File: src/rtl/seq_link_pkg.sv
// Shared definitions for the serial link: FSM state encoding, default sync
// pattern and idle line level, plus a small constant helper.
package seq_link_pkg;

  typedef enum logic [1:0] {
    IDLE = 2'd0,
    SYNC = 2'd1,
    DATA = 2'd2,
    PAR  = 2'd3
  } link_state_t;

  localparam logic [3:0] SYNC_PAT_DEFAULT = 4'b1101;
  localparam logic       IDLE_BIT_DEFAULT = 1'b0;

  function automatic int max2(input int a, input int b);
    return (a > b) ? a : b;
  endfunction

endpackage

File: src/rtl/seq_tx_sync_1101_if.sv
// Handshake + serial line bundle for seq_tx_sync_1101.
//   in_valid/in_data : word offered by the producer
//   in_ready         : transmitter can accept a word this cycle
//   tx_bit/tx_en     : serial line and its frame qualifier
//   frame_done       : pulse with the last frame bit
// master = producer/observer side, slave = transmitter side.
interface seq_tx_sync_1101_if #(
  parameter int DATA_W = 8
);
  logic              in_valid;
  logic [DATA_W-1:0] in_data;
  logic              in_ready;
  logic              tx_bit;
  logic              tx_en;
  logic              frame_done;

  modport master (output in_valid, in_data,
                  input  in_ready, tx_bit, tx_en, frame_done);
  modport slave  (input  in_valid, in_data,
                  output in_ready, tx_bit, tx_en, frame_done);
endinterface

File: src/rtl/seq_tx_sync_1101_piso_shift_reg.sv
// Parallel-in serial-out shift register, MSB-first.
//   clk, rst (sync, active-low)
//   load  : capture din (has priority over shift)
//   shift : move left by one, zero fill
//   msb   : current MSB, the next bit to go out
module piso_shift_reg #(
  parameter int W = 8
) (
  input  logic         clk,
  input  logic         rst,
  input  logic         load,
  input  logic         shift,
  input  logic [W-1:0] din,
  output logic         msb
);
  logic [W-1:0] sr;

  always_ff @(posedge clk) begin
    if (!rst)       sr <= '0;
    else if (load)  sr <= din;
    else if (shift) sr <= {sr[W-2:0], 1'b0};
  end

  assign msb = sr[W-1];
endmodule

File: src/rtl/seq_tx_sync_1101.sv
// Serial frame transmitter: accepts a word over valid/ready, sends the sync
// pattern then the payload MSB-first, one bit per clk, on tx_bit with tx_en
// framing it. frame_done pulses with the last bit.
//   clk, rst (sync, active-low)
//   bus (slave): in_valid, in_data, in_ready, tx_bit, tx_en, frame_done
// Build option: SEQ_TX_PARITY_EN appends an even-parity bit (^payload).
//
// The bit on tx_bit is loaded on the same edge that moves the FSM, so the
// state register always names the part of the frame currently on the line.
// The accepting edge therefore already drives the first sync bit, and the
// FSM returns to IDLE on the edge that retires the last bit, which yields a
// single idle cycle between back-to-back frames.
module seq_tx_sync_1101
  import seq_link_pkg::*;
#(
  parameter int               DATA_W   = 8,
  parameter int               SYNC_W   = 4,
  parameter logic [SYNC_W-1:0] SYNC_PAT = SYNC_PAT_DEFAULT,
  parameter logic             IDLE_BIT = IDLE_BIT_DEFAULT
) (
  input logic               clk,
  input logic               rst,
  seq_tx_sync_1101_if.slave bus
);
  localparam int CNT_W = $clog2(max2(SYNC_W, DATA_W) + 1);

  link_state_t      state;
  logic [CNT_W-1:0] cnt;     // bits of the current state already on the line
  logic             tx_bit_q, tx_en_q, done_q;
  logic             accept, sync_last, data_last, shift, data_msb, sync_bit;
`ifdef SEQ_TX_PARITY_EN
  logic             par_q;
`endif

  assign bus.in_ready = (state == IDLE) && rst;
  assign accept       = bus.in_valid && bus.in_ready;
  assign sync_last    = (cnt == CNT_W'(SYNC_W));
  assign data_last    = (cnt == CNT_W'(DATA_W));
  // Payload shifts whenever its MSB is being sent: on the SYNC->DATA edge
  // and on every DATA edge until all bits are out.
  assign shift        = ((state == SYNC) && sync_last) ||
                        ((state == DATA) && !data_last);

  // Sync bit selected from the constant pattern by the bit count.
  always_comb begin
    sync_bit = 1'b0;
    for (int i = 0; i < SYNC_W; i++)
      if (cnt == CNT_W'(i)) sync_bit = SYNC_PAT[SYNC_W-1-i];
  end

  piso_shift_reg #(.W(DATA_W)) u_payload (
    .clk   (clk),
    .rst   (rst),
    .load  (accept),
    .shift (shift),
    .din   (bus.in_data),
    .msb   (data_msb)
  );

  always_ff @(posedge clk) begin
    if (!rst) begin
      state    <= IDLE;
      cnt      <= '0;
      tx_bit_q <= IDLE_BIT;
      tx_en_q  <= 1'b0;
      done_q   <= 1'b0;
`ifdef SEQ_TX_PARITY_EN
      par_q    <= 1'b0;
`endif
    end else begin
      done_q <= 1'b0;
      case (state)
        IDLE: if (accept) begin
          state    <= SYNC;
          cnt      <= CNT_W'(1);
          tx_bit_q <= SYNC_PAT[SYNC_W-1];
          tx_en_q  <= 1'b1;
`ifdef SEQ_TX_PARITY_EN
          par_q    <= ^bus.in_data;
`endif
        end
        SYNC: if (sync_last) begin
          state    <= DATA;
          cnt      <= CNT_W'(1);
          tx_bit_q <= data_msb;
        end else begin
          cnt      <= cnt + CNT_W'(1);
          tx_bit_q <= sync_bit;
        end
        DATA: if (data_last) begin
`ifdef SEQ_TX_PARITY_EN
          state    <= PAR;
          cnt      <= CNT_W'(1);
          tx_bit_q <= par_q;
          done_q   <= 1'b1;
`else
          state    <= IDLE;
          cnt      <= '0;
          tx_bit_q <= IDLE_BIT;
          tx_en_q  <= 1'b0;
`endif
        end else begin
          cnt      <= cnt + CNT_W'(1);
          tx_bit_q <= data_msb;
`ifndef SEQ_TX_PARITY_EN
          done_q   <= (cnt == CNT_W'(DATA_W-1));
`endif
        end
        PAR: begin
          state    <= IDLE;
          cnt      <= '0;
          tx_bit_q <= IDLE_BIT;
          tx_en_q  <= 1'b0;
        end
        default: state <= IDLE;
      endcase
    end
  end

  assign bus.tx_bit     = tx_bit_q;
  assign bus.tx_en      = tx_en_q;
  assign bus.frame_done = done_q;
endmodule
File: src/flat_wrapper.sv
// flat-port wrapper written by rule: the top's interface ports become plain ports
module seq_tx_sync_1101_flat import seq_link_pkg::*;
#(
  parameter int               DATA_W   = 8,
  parameter int               SYNC_W   = 4,
  parameter logic [SYNC_W-1:0] SYNC_PAT = SYNC_PAT_DEFAULT,
  parameter logic             IDLE_BIT = IDLE_BIT_DEFAULT
)
  (clk, rst, bus_in_valid, bus_in_data, bus_in_ready, bus_tx_bit, bus_tx_en, bus_frame_done);
  seq_tx_sync_1101_if #(.DATA_W(DATA_W)) bus_i ();
  input logic clk;
  input logic rst;
  input wire logic [$bits(bus_i.in_valid)-1:0] bus_in_valid;
  input wire logic [$bits(bus_i.in_data)-1:0] bus_in_data;
  output wire logic [$bits(bus_i.in_ready)-1:0] bus_in_ready;
  output wire logic [$bits(bus_i.tx_bit)-1:0] bus_tx_bit;
  output wire logic [$bits(bus_i.tx_en)-1:0] bus_tx_en;
  output wire logic [$bits(bus_i.frame_done)-1:0] bus_frame_done;
  assign bus_i.in_valid = bus_in_valid;
  assign bus_i.in_data = bus_in_data;
  assign bus_in_ready = bus_i.in_ready;
  assign bus_tx_bit = bus_i.tx_bit;
  assign bus_tx_en = bus_i.tx_en;
  assign bus_frame_done = bus_i.frame_done;
  seq_tx_sync_1101 #(.DATA_W(DATA_W), .SYNC_W(SYNC_W), .SYNC_PAT(SYNC_PAT), .IDLE_BIT(IDLE_BIT)) u_core (.clk(clk), .rst(rst), .bus(bus_i));
endmodule
File: config.mk
export PLATFORM = sky130hd
export DESIGN_NAME = seq_tx_sync_1101_flat
export DESIGN_NICKNAME = d
export VERILOG_FILES = /design/src/rtl/seq_link_pkg.sv /design/src/rtl/seq_tx_sync_1101_if.sv /design/src/rtl/seq_tx_sync_1101_piso_shift_reg.sv /design/src/rtl/seq_tx_sync_1101.sv /design/src/flat_wrapper.sv
export SDC_FILE = /design/constraint.sdc
export NUM_CORES = 1
export LEC_CHECK = 0
export ABC_AREA = 1
export CORE_MARGIN = 2
export CORE_UTILIZATION = 53
export DETAILED_ROUTE_END_ITERATION = 12
export DONT_BUFFER_PORTS = 1
export PLACE_DENSITY = 0.68
export SYNTH_ARGS = -nofsm -noshare
export SYNTH_HDL_FRONTEND = slang
export SYNTH_HIERARCHICAL = 1
export SYNTH_SLANG_ARGS = --single-unit
File: constraint.sdc
create_clock -name clk -period 1.61 [get_ports clk]
set_input_delay 0.2415 -clock clk [delete_from_list [all_inputs] [get_ports clk]]
set_output_delay 0.2415 -clock clk [all_outputs]
set_load 0.005 [all_outputs]
# Yosys cells after proc, flatten, opt, wreduce, memory -nomap -nowiden
# Cells that the tools add are included.
# classes
add_sub_neg	1
mul	0
div_mod_pow	0
magnitude_cmp	0
eq_ne	12
shift	0
mux	20
bitwise	2
n_reduce_logical	13
# op_table
operator	count
8-bit 2-to-1 mux	2
4-bit case mux with 4 select lines	1
4-bit 2-to-1 mux	3
4-bit by 2-bit == test with 1-bit output, second input constant	2
4-bit by 3-bit == test with 1-bit output, second input constant	2
1-bit 2-to-1 mux	8
2-bit case mux with 4 select lines	1
2-bit 2-to-1 mux	3
2-bit by 1-bit != test with 1-bit output, second input constant	3
3-bit AND reduction	2
4-bit by 1-bit adder with 4-bit output, second input constant	1
2-bit == test, second input constant	2
4-bit by 1-bit == test with 1-bit output, second input constant	1
4-bit == test, second input constant	1
1-bit logical AND	4
4-bit logical NOT	1
1-bit case mux with 4 select lines	1
1-bit case mux with 3 select lines	1
3-bit nonzero test	1
3-bit OR reduction	1
2-bit by 1-bit == test with 1-bit output, second input constant	1
2-bit logical NOT	1
1-bit NOT	2
2-bit nonzero test	1
2 further kinds	2
# totals
reg_bits	17
latchBits	0
ram_bits	0
romBits	0
input_bits	11
output_inout_bits	4
elab_cells	54
mem_count	0

# Depth between registers and ports, before layout
# Gate-level depths: netlist of the first run.
# logic_depth
depth_word	7
ltp_mapped	11
mapped_depth_nobuf	10

# By module
# Netlist of the first run, hierarchy kept.
# modules_own_cells
mod	n_inst	cells_each	area_each_um2	seq_area_each_um2
seq_tx_sync_1101	1	73	521.8	180.2
piso_shift_reg	1	60	399.1	160.2

# Worst setup path after synthesis of the first run
# Ideal clock, no wire load.
# synth_timing
kind	register -> register
from	register u_core.cnt[0]
to	register u_core.u_payload.sr[7]
setup_time_ps	109
arrival_ps	1333
required_ps	1501
setup_slack_ps	169
stages_incl_launch_ff	12
n_path_buf	1
period_less_slack_ps	1441
path_cell_list	dfxtp_1 inv_1 ha_1 nand3_1 nand2_2 nand2_2 buf_4 nor2_8 nand2_1 nand3_1 nand2_1 inv_1
# synth_between
elab_chain_len	5
word_cells_on_any_way	7
cone_classes	eq/ne (2); reduce/logical (5)
# synth_lines
element	line	source
start: declaration	seq_tx_sync_1101.sv:28	logic [CNT_W-1:0] cnt;
start signal: assignment	seq_tx_sync_1101.sv:87	cnt <= cnt + CNT_W'(1);
start signal: assignment	seq_tx_sync_1101.sv:103	cnt <= cnt + CNT_W'(1);
4-bit == test	seq_tx_sync_1101.sv:38	assign data_last = (cnt == CNT_W'(DATA_W));
1-bit logical NOT	seq_tx_sync_1101.sv:42	((state == DATA) && !data_last);
1-bit logical AND	seq_tx_sync_1101.sv:42	
1-bit logical OR (*)	seq_tx_sync_1101.sv:41	assign shift = ((state == SYNC) && sync_last) ||
net u_core.shift	seq_tx_sync_1101.sv:30	logic accept, sync_last, data_last, shift, data_msb, sync_bit;
2-bit nonzero test (no source line) (*)	-	
end signal: assignment	seq_tx_sync_1101_piso_shift_reg.sv:20	else if (load) sr <= din;
end signal: assignment	seq_tx_sync_1101_piso_shift_reg.sv:21	else if (shift) sr <= {sr[W-2:0], 1'b0};
end: declaration	seq_tx_sync_1101_piso_shift_reg.sv:16	logic [W-1:0] sr;
# The timed path passes the listed nets; every way through them passes the cells marked *.
# A chain may end at the register's enable or synchronous reset.

# Final worst setup path of the first run
# Same ends and word-level chain as after synthesis.

==> flow_metrics.tcl, run 1 <==
set metrics [dict create \
    status "completed" \
    grt_pass1_vias 737 \
    grt_overflow_total 0 \
    r2r_cells 10 \
    seq_area_um2 340 \
    drt_iter0_drc 28 \
    required_ns 1.85 \
    nNetsFinal 155 \
    top_layer_used "met4" \
    rows 15 \
    h-tree-depth 1 \
    yosys_register_bits 17 \
    synthesis.nets 148 \
    areaGrowthSynthToFinish_pct 8.70 \
    antenna_found_initial 0 \
    cts_root_buf "clkbuf_4" \
    design_area_um2 1000 \
    place_inst 151 \
    leakage_nw 0.477 \
    crit_chain "inv_1 > ha_2 > nand3_1 > nand2_2 > nand2_4 > nor2_8 > nand2_1 > nand3_1 > nand2_1 > inv_1" \
    hold_viol 0 \
    start_kind "register" \
    post-route-min-period_ns 1.46 \
    wl_met2_um 972 \
    vias 830 \
    antenna_cells 0 \
    post_drt_wl_per_cell_um 11.8 \
    met3_length_um 77 \
    cp-end-kind "register" \
    critPathSlowestCell "dfxtp_1" \
    ys_warn_count 6 \
    dp_hpwl_mm 1.41 \
    synth_area_um2 921 \
    fin_crit_sh_pct 90.7 \
    port_buffers 0 \
    worstPathMaxFanout 9 \
    drt-met1-wl_um 770 \
    final_util_pct 59.9 \
    grtUsageTotal_pct 19.8 \
    globalplace.congestion 0.853 \
    vdd.ir_drop.worst_mv 0.427 \
    powerDensity_nw_per_um2 793 \
    rsz0062_at_grt "no" \
    holdPathStages 2 \
    clock-skew-final_ns 0.00465 \
    synth.distinct_cells 20 \
    synth_cells 133 \
    slew_headroom_pct 80.4 \
    detail-route-antenna-nets 0 \
    viasPerCell 5.32 \
    place_area_um2 958 \
    first_pass_iters 4 \
    initial_core_util_pct 55.1 \
    multi_input_area_um2 479 \
    tightest_slew_ns 0.291 \
    die_h_um 45.7 \
    clockBufferDepth 2 \
    cts_tree "done" \
    rrSetupSlack_ns 0.15 \
    io_pins 15 \
    setup_violations 0 \
    drive_gt1_share_pct 19.4 \
    yosysSeqAreaShare_pct 37.0 \
    layout.cells.non_filler 156 \
    drv_slew 0 \
    fill_cells 158 \
    drc 0 \
    hold_path_class "input port to register" \
    crit_type "register to register" \
    cts_sinks 17 \
    design.core.area_um2 1670 \
    max_stage_delay_ns 0.35 \
    die_area_um2 2090 \
    grt_pass1_wl_mm 2.98 \
    clk_pin_slew_ns 0.10 \
    grt_max_degree 11 \
    drt-total-wl_mm 1.84 \
    setup_tns_ns 0 \
    max_freq_ghz 0.685 \
    maxCapViolCount 0 \
    syn_avg_cell_area_um2 6.92 \
    die_w_um 45.7 \
    cts_made_buffers 3 \
    clkLatencyLatePin_ns 0.28 \
    crit_arrival_ns 1.70 \
]
-- layer usage --
metal  global-route usage [%]  vias up
met4                     11.8        0
met3                     3.57        4
met5                        0        -
met1                     21.7      387
li1                         -      423
met2                     34.9       16
-- where the power goes --
group / internal, mW / switching [mW] / total, mW
clock network: 0.0922 / 0.136 / 0.228
registers: 0.442 / 0.0153 / 0.457
logic: 0.0419 / 0.0665 / 0.108
total: 0.576 / 0.218 / 0.794
-- through the flow --
| stage | setup WS, ns | hold slack, ns | power [mW] |
|---|---|---|---|
| final | 0.150 | 0.0465 | 0.794 |
| after global routing | 0.0144 | 0.0247 | 0.842 |
| after global placement | 0.132 | 0.342 | 0.571 |
| after detailed placement | 0.0832 | 0.345 | 0.574 |
| after floorplan | 0.169 | 0.339 | 0.549 |
| after CTS | 0.0494 | 0.0390 | 0.804 |
-- logic make-up (layout without fill, tap and decap cells) --
| kind of cell | Yosys count | after routing | share of synthesized area, % |
|---|---|---|---|
| AO/OA/AOI/OAI | 15 | 15 | 8.56 |
| XOR/XNOR | 1 | 1 | 0.951 |
| adder cells (fa/ha/maj) | 4 | 4 | 5.43 |
| buffers and inverters | 26 | 32 | 11.8 |
| flip-flops | 17 | 17 | 37.0 |
| AND/OR/NAND/NOR | 70 | 70 | 36.3 |
-- layout by cell type, fill, tap and decap left out --
cell      count
nor2_8        1
o21ai_1       2
nand2_1      39
nor2_1        1
nor2_2        5
ha_1          3
nand3_2       1
nand2_2       4
dfxtp_1      17
xor2_1        1
inv_1        19
clkinv_2      1
clkbuf_4      3
nand2_4       1
a21oi_1      10
ha_2          1
o21ai_0       2
nor3_1        1
a21oi_2       1
buf_12        1
inv_2         5
nand3_1      16
nor4_1        1
buf_4         3
-- cells in the mapped netlist, drive strengths merged --
library cell | number | area share, %
dfxtp | 17 | 37
nand2 | 44 | 19
inv | 24 | 9.8
o21ai | 4 | 2.2
ha | 4 | 5.4
nand3 | 17 | 9.8
a21oi | 11 | 6.4
nor4 | 1 | 0.68
buf | 2 | 2.0
nor3 | 1 | 0.54
nor2 | 7 | 6.0
xor2 | 1 | 0.95
-- worst paths after layout --
| kind | start | endpoint |
|---|---|---|
| max | u_core/cnt[0] | u_core/u_payload/sr[7] |
| min | rst | u_core/u_payload/sr[3] |
| max reg2reg | u_core/cnt[0] | u_core/u_payload/sr[7] |
| min reg2reg | u_core/u_payload/sr[0] | u_core/u_payload/sr[0] |
-- state kept, by name (all words and copies together), names as in the netlist --
register               flops
u_core/bus.frame_done      1
u_core/bus.tx_bit          1
u_core/bus.tx_en           1
u_core/cnt                 4
u_core/state               2
u_core/u_payload/sr        8
-- what timing repair did --
action                     4_1_cts  5_1_grt
resized for setup                0        3
hold buffers                     0        0
setup endpoints to repair        0        8
hold endpoints to repair         0        0
buffers inserted                 0        1
-- critical path, delay by kind of cell (launching register included) --
kind,cells,cell delay [ns]
buf+inv,2,0.16
flops,1,0.35
fa+ha+maj,1,0.22
simple gates,7,0.67
-- layout make-up --
class,count,area share (%)
Multi-Input combinational cell,90,47.9
Sequential cell,17,34.0
Tap cell,17,2.13
Inverter,24,9.00
Clock buffer,3,2.25
Clock inverter,1,0.500
Timing Repair Buffer,4,4.25
(Power assumes the default switching activity.)
==> run 2: changes to the inputs <==
Settings changed: CAP_MARGIN from default to 20, MAX_ROUTING_LAYER from default to met4.
==> run 2 against run 1 <==
  * Critical path depth did not move
  * Clock power barely moved
  * Sequential power barely moved
  * Largest cell class unchanged
  * Critical path type unchanged
  * Fmax barely moved
  * Count of clock-buffer cells in the layout did not move
  * Final cell count did not move
  * Highest routed layer unchanged
==> flow_metrics.tcl, run 2 (synthesized netlist as in run 1, its figures left out) <==
set metrics [dict create \
    antenna_found_initial 0 \
    die_area_um2 2090 \
    mostFrequentLayoutCells "nand2_1 (39), inv_1 (19), dfxtp_1 (17), nand3_1 (16), a21oi_1 (10)" \
    h-tree-depth 1 \
    first_pass_iters 5 \
    final_util_pct 59.9 \
    final_common_cell "nand2_1" \
    maxCapViolCount 0 \
    cts_root_buf "clkbuf_4" \
    vias 829 \
    port_buffers 0 \
    vdd.ir_drop.worst_mv 0.428 \
    largest_reg_flops 8 \
    slew_headroom_pct 76.9 \
    globalplace.congestion 0.867 \
    grt_pass1_vias 737 \
    status "completed" \
    design_area_um2 1000 \
    powerDensity_nw_per_um2 793 \
    seqPwrFrac_pct 57.6 \
    initial_core_util_pct 55.1 \
    max_freq_ghz 0.685 \
    drc 0 \
    grtUsageTotal_pct 20.4 \
    crit_arrival_ns 1.70 \
    drt_iter0_drc 31 \
    grt_overflow_total 0 \
    nNetsFinal 155 \
    rows 15 \
    cts_hold_buf 0 \
    worstPathMaxFanout 9 \
    holdCritStartpoint "rst" \
    viasPerCell 5.31 \
    io_pins 15 \
    post-route-min-period_ns 1.46 \
    required_ns 1.85 \
    cts_made_buffers 3 \
    tightest_slew_ns 0.343 \
    setup_tns_ns 0 \
    holdPathStages 2 \
    clkLatencyLatePin_ns 0.29 \
    die_h_um 45.7 \
    p_switching_mw 0.218 \
    r2r_cells 10 \
    rrSetupSlack_ns 0.15 \
    cp-end-kind "register" \
    hold_path_class "input port to register" \
    cts_tree "done" \
    grt_pass1_wl_mm 2.97 \
    fin_crit_sh_pct 90.7 \
    detail-route-antenna-nets 0 \
    p_sw_share_pct 27.4 \
    r2r_start "u_core/cnt[0]" \
    die_w_um 45.7 \
    design.core.area_um2 1670 \
    clk_pin_slew_ns 0.10 \
    hold_viol 0 \
    drive_gt1_share_pct 19.4 \
    crit_type "register to register" \
    place_area_um2 958 \
    rsz0062_at_grt "no" \
    reg.largest.list "u_core/u_payload/sr: 8 flops, u_core/cnt: 4 flops, u_core/state: 2 flops" \
    r2r_end "u_core/u_payload/sr[7]" \
    drv_slew 0 \
    clockBufferDepth 2 \
    setup_violations 0 \
    drt-total-wl_mm 1.84 \
    leakage_nw 0.477 \
    p_clk_share_pct 28.8 \
    top_register "u_core/u_payload/sr" \
    whs_endpoint "u_core/u_payload/sr[3]" \
    antenna_cells 0 \
    post_drt_wl_per_cell_um 11.8 \
    grt_max_degree 11 \
    start_kind "register" \
    p_int_mw 0.576 \
    clock-skew-final_ns 0.00495 \
    dp_hpwl_mm 1.41 \
    power_frac_comb_pct 13.6 \
    areaGrowthSynthToFinish_pct 8.70 \
    cts_sinks 17 \
]
## run 2: cell counts in the layout (fill, tap and decap cells not counted)
No cell type changed its count.
## run 2: layer usage
metal | wire (um) | global-route usage [%] | vias to the layer above
met2 | 963 | 34.9 | 11
met4 | 20 | 11.8 | 0
met3 | 62 | 3.57 | 4
li1 | - | - | 424
met1 | 792 | 21.7 | 390
met5 | 0 | - | -
## run 2: power by group through the flow
stage | logic (mW) | registers (mW) | clock network (mW)
floorplan | 0.0856 | 0.463 | 0
global placement | 0.104 | 0.466 | 0
detailed placement | 0.106 | 0.467 | 0
CTS | 0.107 | 0.458 | 0.239
global route | 0.123 | 0.460 | 0.259
finish | 0.108 | 0.457 | 0.228
## run 2: critical path, stage by stage, from the launching register on
cell and delay (ns):
dfxtp_1 0.35, inv_1 0.12, ha_2 0.22, nand3_1 0.09
nand2_2 0.14, nand2_4 0.12, nor2_8 0.14, nand2_1 0.07
nand3_1 0.06, nand2_1 0.05, inv_1 0.04
## run 2: worst max-delay path by stage
stage	start	endpoint	slack, ns	depth (start not counted)
3_5_place_dp	u_core/cnt[0]	u_core/u_payload/sr[2]	0.08	10
3_3_place_gp	u_core/cnt[0]	u_core/u_payload/sr[1]	0.13	10
4_1_cts	u_core/cnt[0]	u_core/u_payload/sr[4]	0.05	9
6_report	u_core/cnt[0]	u_core/u_payload/sr[7]	0.15	10
5_1_grt	u_core/cnt[0]	u_core/u_payload/sr[2]	0.01	10
2_1_floorplan	u_core/cnt[0]	u_core/u_payload/sr[7]	0.17	11
## run 2: cell type report
type	count	area [um2]
inverters	24	90.1
flip-flops and latches	17	340
multi-input cells	90	479
repair buffers	4	42.5
clock inverters	1	5.00
well taps	17	21.3
fillers	158	669
clock buffers	3	22.5
## run 2: timing repair
item | 4_1_cts | 5_1_grt
gates resized for setup | 0 | 3
buffers inserted | 0 | 1
endpoints found under the hold margin | 0 | 0
setup endpoints to repair | 0 | 8
## run 2: metrics by stage
stage	hold WS [ns]	power [mW]	setup slack (ns)	std cells
2_1_floorplan	0.339	0.549	0.169	133
3_3_place_gp	0.342	0.571	0.132	151
3_5_place_dp	0.345	0.574	0.0832	151
4_1_cts	0.0390	0.804	0.0494	155
5_1_grt	0.0247	0.842	0.0144	156
6_report	0.0465	0.794	0.149	156
==> run 3: changes to the inputs <==
Clock period 1.61 ns to 1.8 ns, I/O delays scaled along.
==> run 3 against run 2 <==
  * Sequential share of layout area rose by 1.6 points
  * Register-to-register slack improved by 0.05 ns
  * Clock power decreased by 14%
  * Fmax down 9.0%
  * Hold slack improved by 0.037 ns
  * Core utilization fell by 2.6 points
  * Die area is the same
  * Sequential power is 11% lower
  * Via count is 2.2% lower
  * Setup slack better by 0.046 ns
  * Count of clock-buffer cells in the layout rose by 1
  * Critical path type unchanged
==> flow_metrics.tcl, run 3 (synthesized netlist as in run 1, its figures left out) <==
set metrics [dict create \
    worstPathMaxFanout 7 \
    rsz0062_at_grt "no" \
    vdd.ir_drop.worst_mv 0.381 \
    max_freq_ghz 0.623 \
    cts_made_buffers 3 \
    status "completed" \
    die_h_um 45.7 \
    leakage_nw 0.458 \
    reg.largest.list "u_core/u_payload/sr: 8 flops, u_core/cnt: 4 flops, u_core/state: 2 flops" \
    h-tree-depth 1 \
    cts_resized 0 \
    fin_crit_sh_pct 89.1 \
    cp-end-kind "register" \
    cts_tree "done" \
    power_frac_comb_pct 13.2 \
    r2r_cells 10 \
    largest_reg_flops 8 \
    grt_max_degree 10 \
    grtUsageTotal_pct 21.2 \
    initial_core_util_pct 55.1 \
    cts_hold_buf 0 \
    rows 15 \
    final_util_pct 57.3 \
    hold_path_class "input port to register" \
    grt_pass1_vias 774 \
    nNetsFinal 152 \
    antenna_cells 0 \
    hold_viol 0 \
    cts_sinks 17 \
    mostFrequentLayoutCells "nand2_1 (39), inv_1 (20), dfxtp_1 (17), nand3_1 (16), a21oi_1 (10)" \
    tightest_slew_ns 0.360 \
    globalplace.congestion 0.947 \
    start_kind "register" \
    die_w_um 45.7 \
    design.core.area_um2 1670 \
    critPathSlowestCell "dfxtp_1" \
    grt_use_met1_pct 22.0 \
    die_area_um2 2090 \
    dp_hpwl_mm 1.38 \
    first_pass_iters 5 \
    drt_iter0_drc 19 \
    grt_overflow_total 0 \
    post-route-min-period_ns 1.60 \
    final_common_cell "nand2_1" \
    crit_chain "nor2_2 > inv_2 > nor2_2 > nand2_1 > inv_1 > inv_2 > nand3_1 > nand3_1 > nand2_1 > inv_1" \
    required_ns 1.99 \
    powerDensity_nw_per_um2 729 \
    p_sw_share_pct 26.4 \
    whs_ns 0.0840 \
    seqPwrFrac_pct 58.6 \
    setup_slack_ns 0.195 \
    p_switching_mw 0.184 \
    multi_input_area_um2 472 \
    top_register "u_core/u_payload/sr" \
    post_cts_buffers 0 \
    seq_area_um2 340 \
    path_buf_inv 4 \
    io_pins 15 \
    dp_worst_setup_slack_ns 0.198 \
    drive_gt1_share_pct 15.4 \
    post_drt_wl_per_cell_um 11.7 \
    vias 811 \
    met2_usage_pct 37.2 \
    setup_violations 0 \
    maxCapViolCount 0 \
    antenna_found_initial 0 \
    use_met3_pct 3.57 \
    grt-busiest-layer "met2" \
    p_int_mw 0.514 \
    grt_pass1_wl_mm 3.08 \
    slew_headroom_pct 76.0 \
    fill_cells 168 \
    clockBufferDepth 2 \
    p_clk_share_pct 28.3 \
    crit_arrival_ns 1.79 \
    clkLatencyLatePin_ns 0.28 \
    crit_type "register to register" \
    detail-route-antenna-nets 0 \
    drt-total-wl_mm 1.78 \
    viasPerCell 5.30 \
    cts_root_buf "clkbuf_4" \
    clk_pin_slew_ns 0.09 \
    port_buffers 0 \
    drv_slew 0 \
    drc 0 \
    areaGrowthSynthToFinish_pct 3.94 \
    max_stage_delay_ns 0.35 \
    setup_tns_ns 0 \
    holdPathStages 2 \
    cp_top_family "simple AND/OR/NAND/NOR gates" \
    worst-path-stages 10 \
    clock-skew-final_ns 0.00204 \
]
run 3: through the flow:
| stage | total power, mW | std cells | instance area [um2] |
|---|---|---|---|
| 4_1_cts | 0.704 | 153 | 957 |
| 3_3_place_gp | 0.507 | 149 | 931 |
| 3_5_place_dp | 0.509 | 149 | 931 |
| 5_1_grt | 0.741 | 153 | 957 |
| 2_1_floorplan | 0.491 | 133 | 921 |
| 6_report | 0.698 | 153 | 957 |
run 3: power by group through the flow:
stage | Sequential [mW] | Clock [mW] | Combinational (mW)
after global routing | 0.411 | 0.224 | 0.106
after detailed placement | 0.418 | 0 | 0.0916
after CTS | 0.409 | 0.203 | 0.0921
final | 0.409 | 0.197 | 0.0919
after floorplan | 0.414 | 0 | 0.0766
after global placement | 0.417 | 0 | 0.0895
run 3: final timing paths:
check,startpoint,to,slack (ns)
setup / recovery,u_core/state[0],u_core/u_payload/sr[7],0.20
hold / removal,rst,u_core/u_payload/sr[3],0.08
setup reg to reg,u_core/state[0],u_core/u_payload/sr[7],0.20
hold reg to reg,u_core/u_payload/sr[0],u_core/u_payload/sr[0],0.48
run 3: worst register-to-register path, delay by kind of cell (launching register included):
| family | cells | cell delay (ns) |
|---|---|---|
| and+or+nand+nor | 6 | 0.66 |
| buffers and inverters | 4 | 0.52 |
| DFF | 1 | 0.35 |
run 3: routing by layer:
metal	share of wire [%]	vias to the layer above	routed length (um)
met4	1.5	0	26
li1	-	419	-
met5	0	-	0
met1	43	375	770
met2	52	13	932
met3	3.0	4	54
run 3: area by class of cell:
| cell class | count | area share (%) |
|---|---|---|
| sequential | 17 | 35.6 |
| timing repair buffer | 1 | 0.784 |
| multi-input combinational | 90 | 49.3 |
| clock buffer | 4 | 2.75 |
| inverter | 24 | 9.41 |
| tap | 17 | 2.22 |
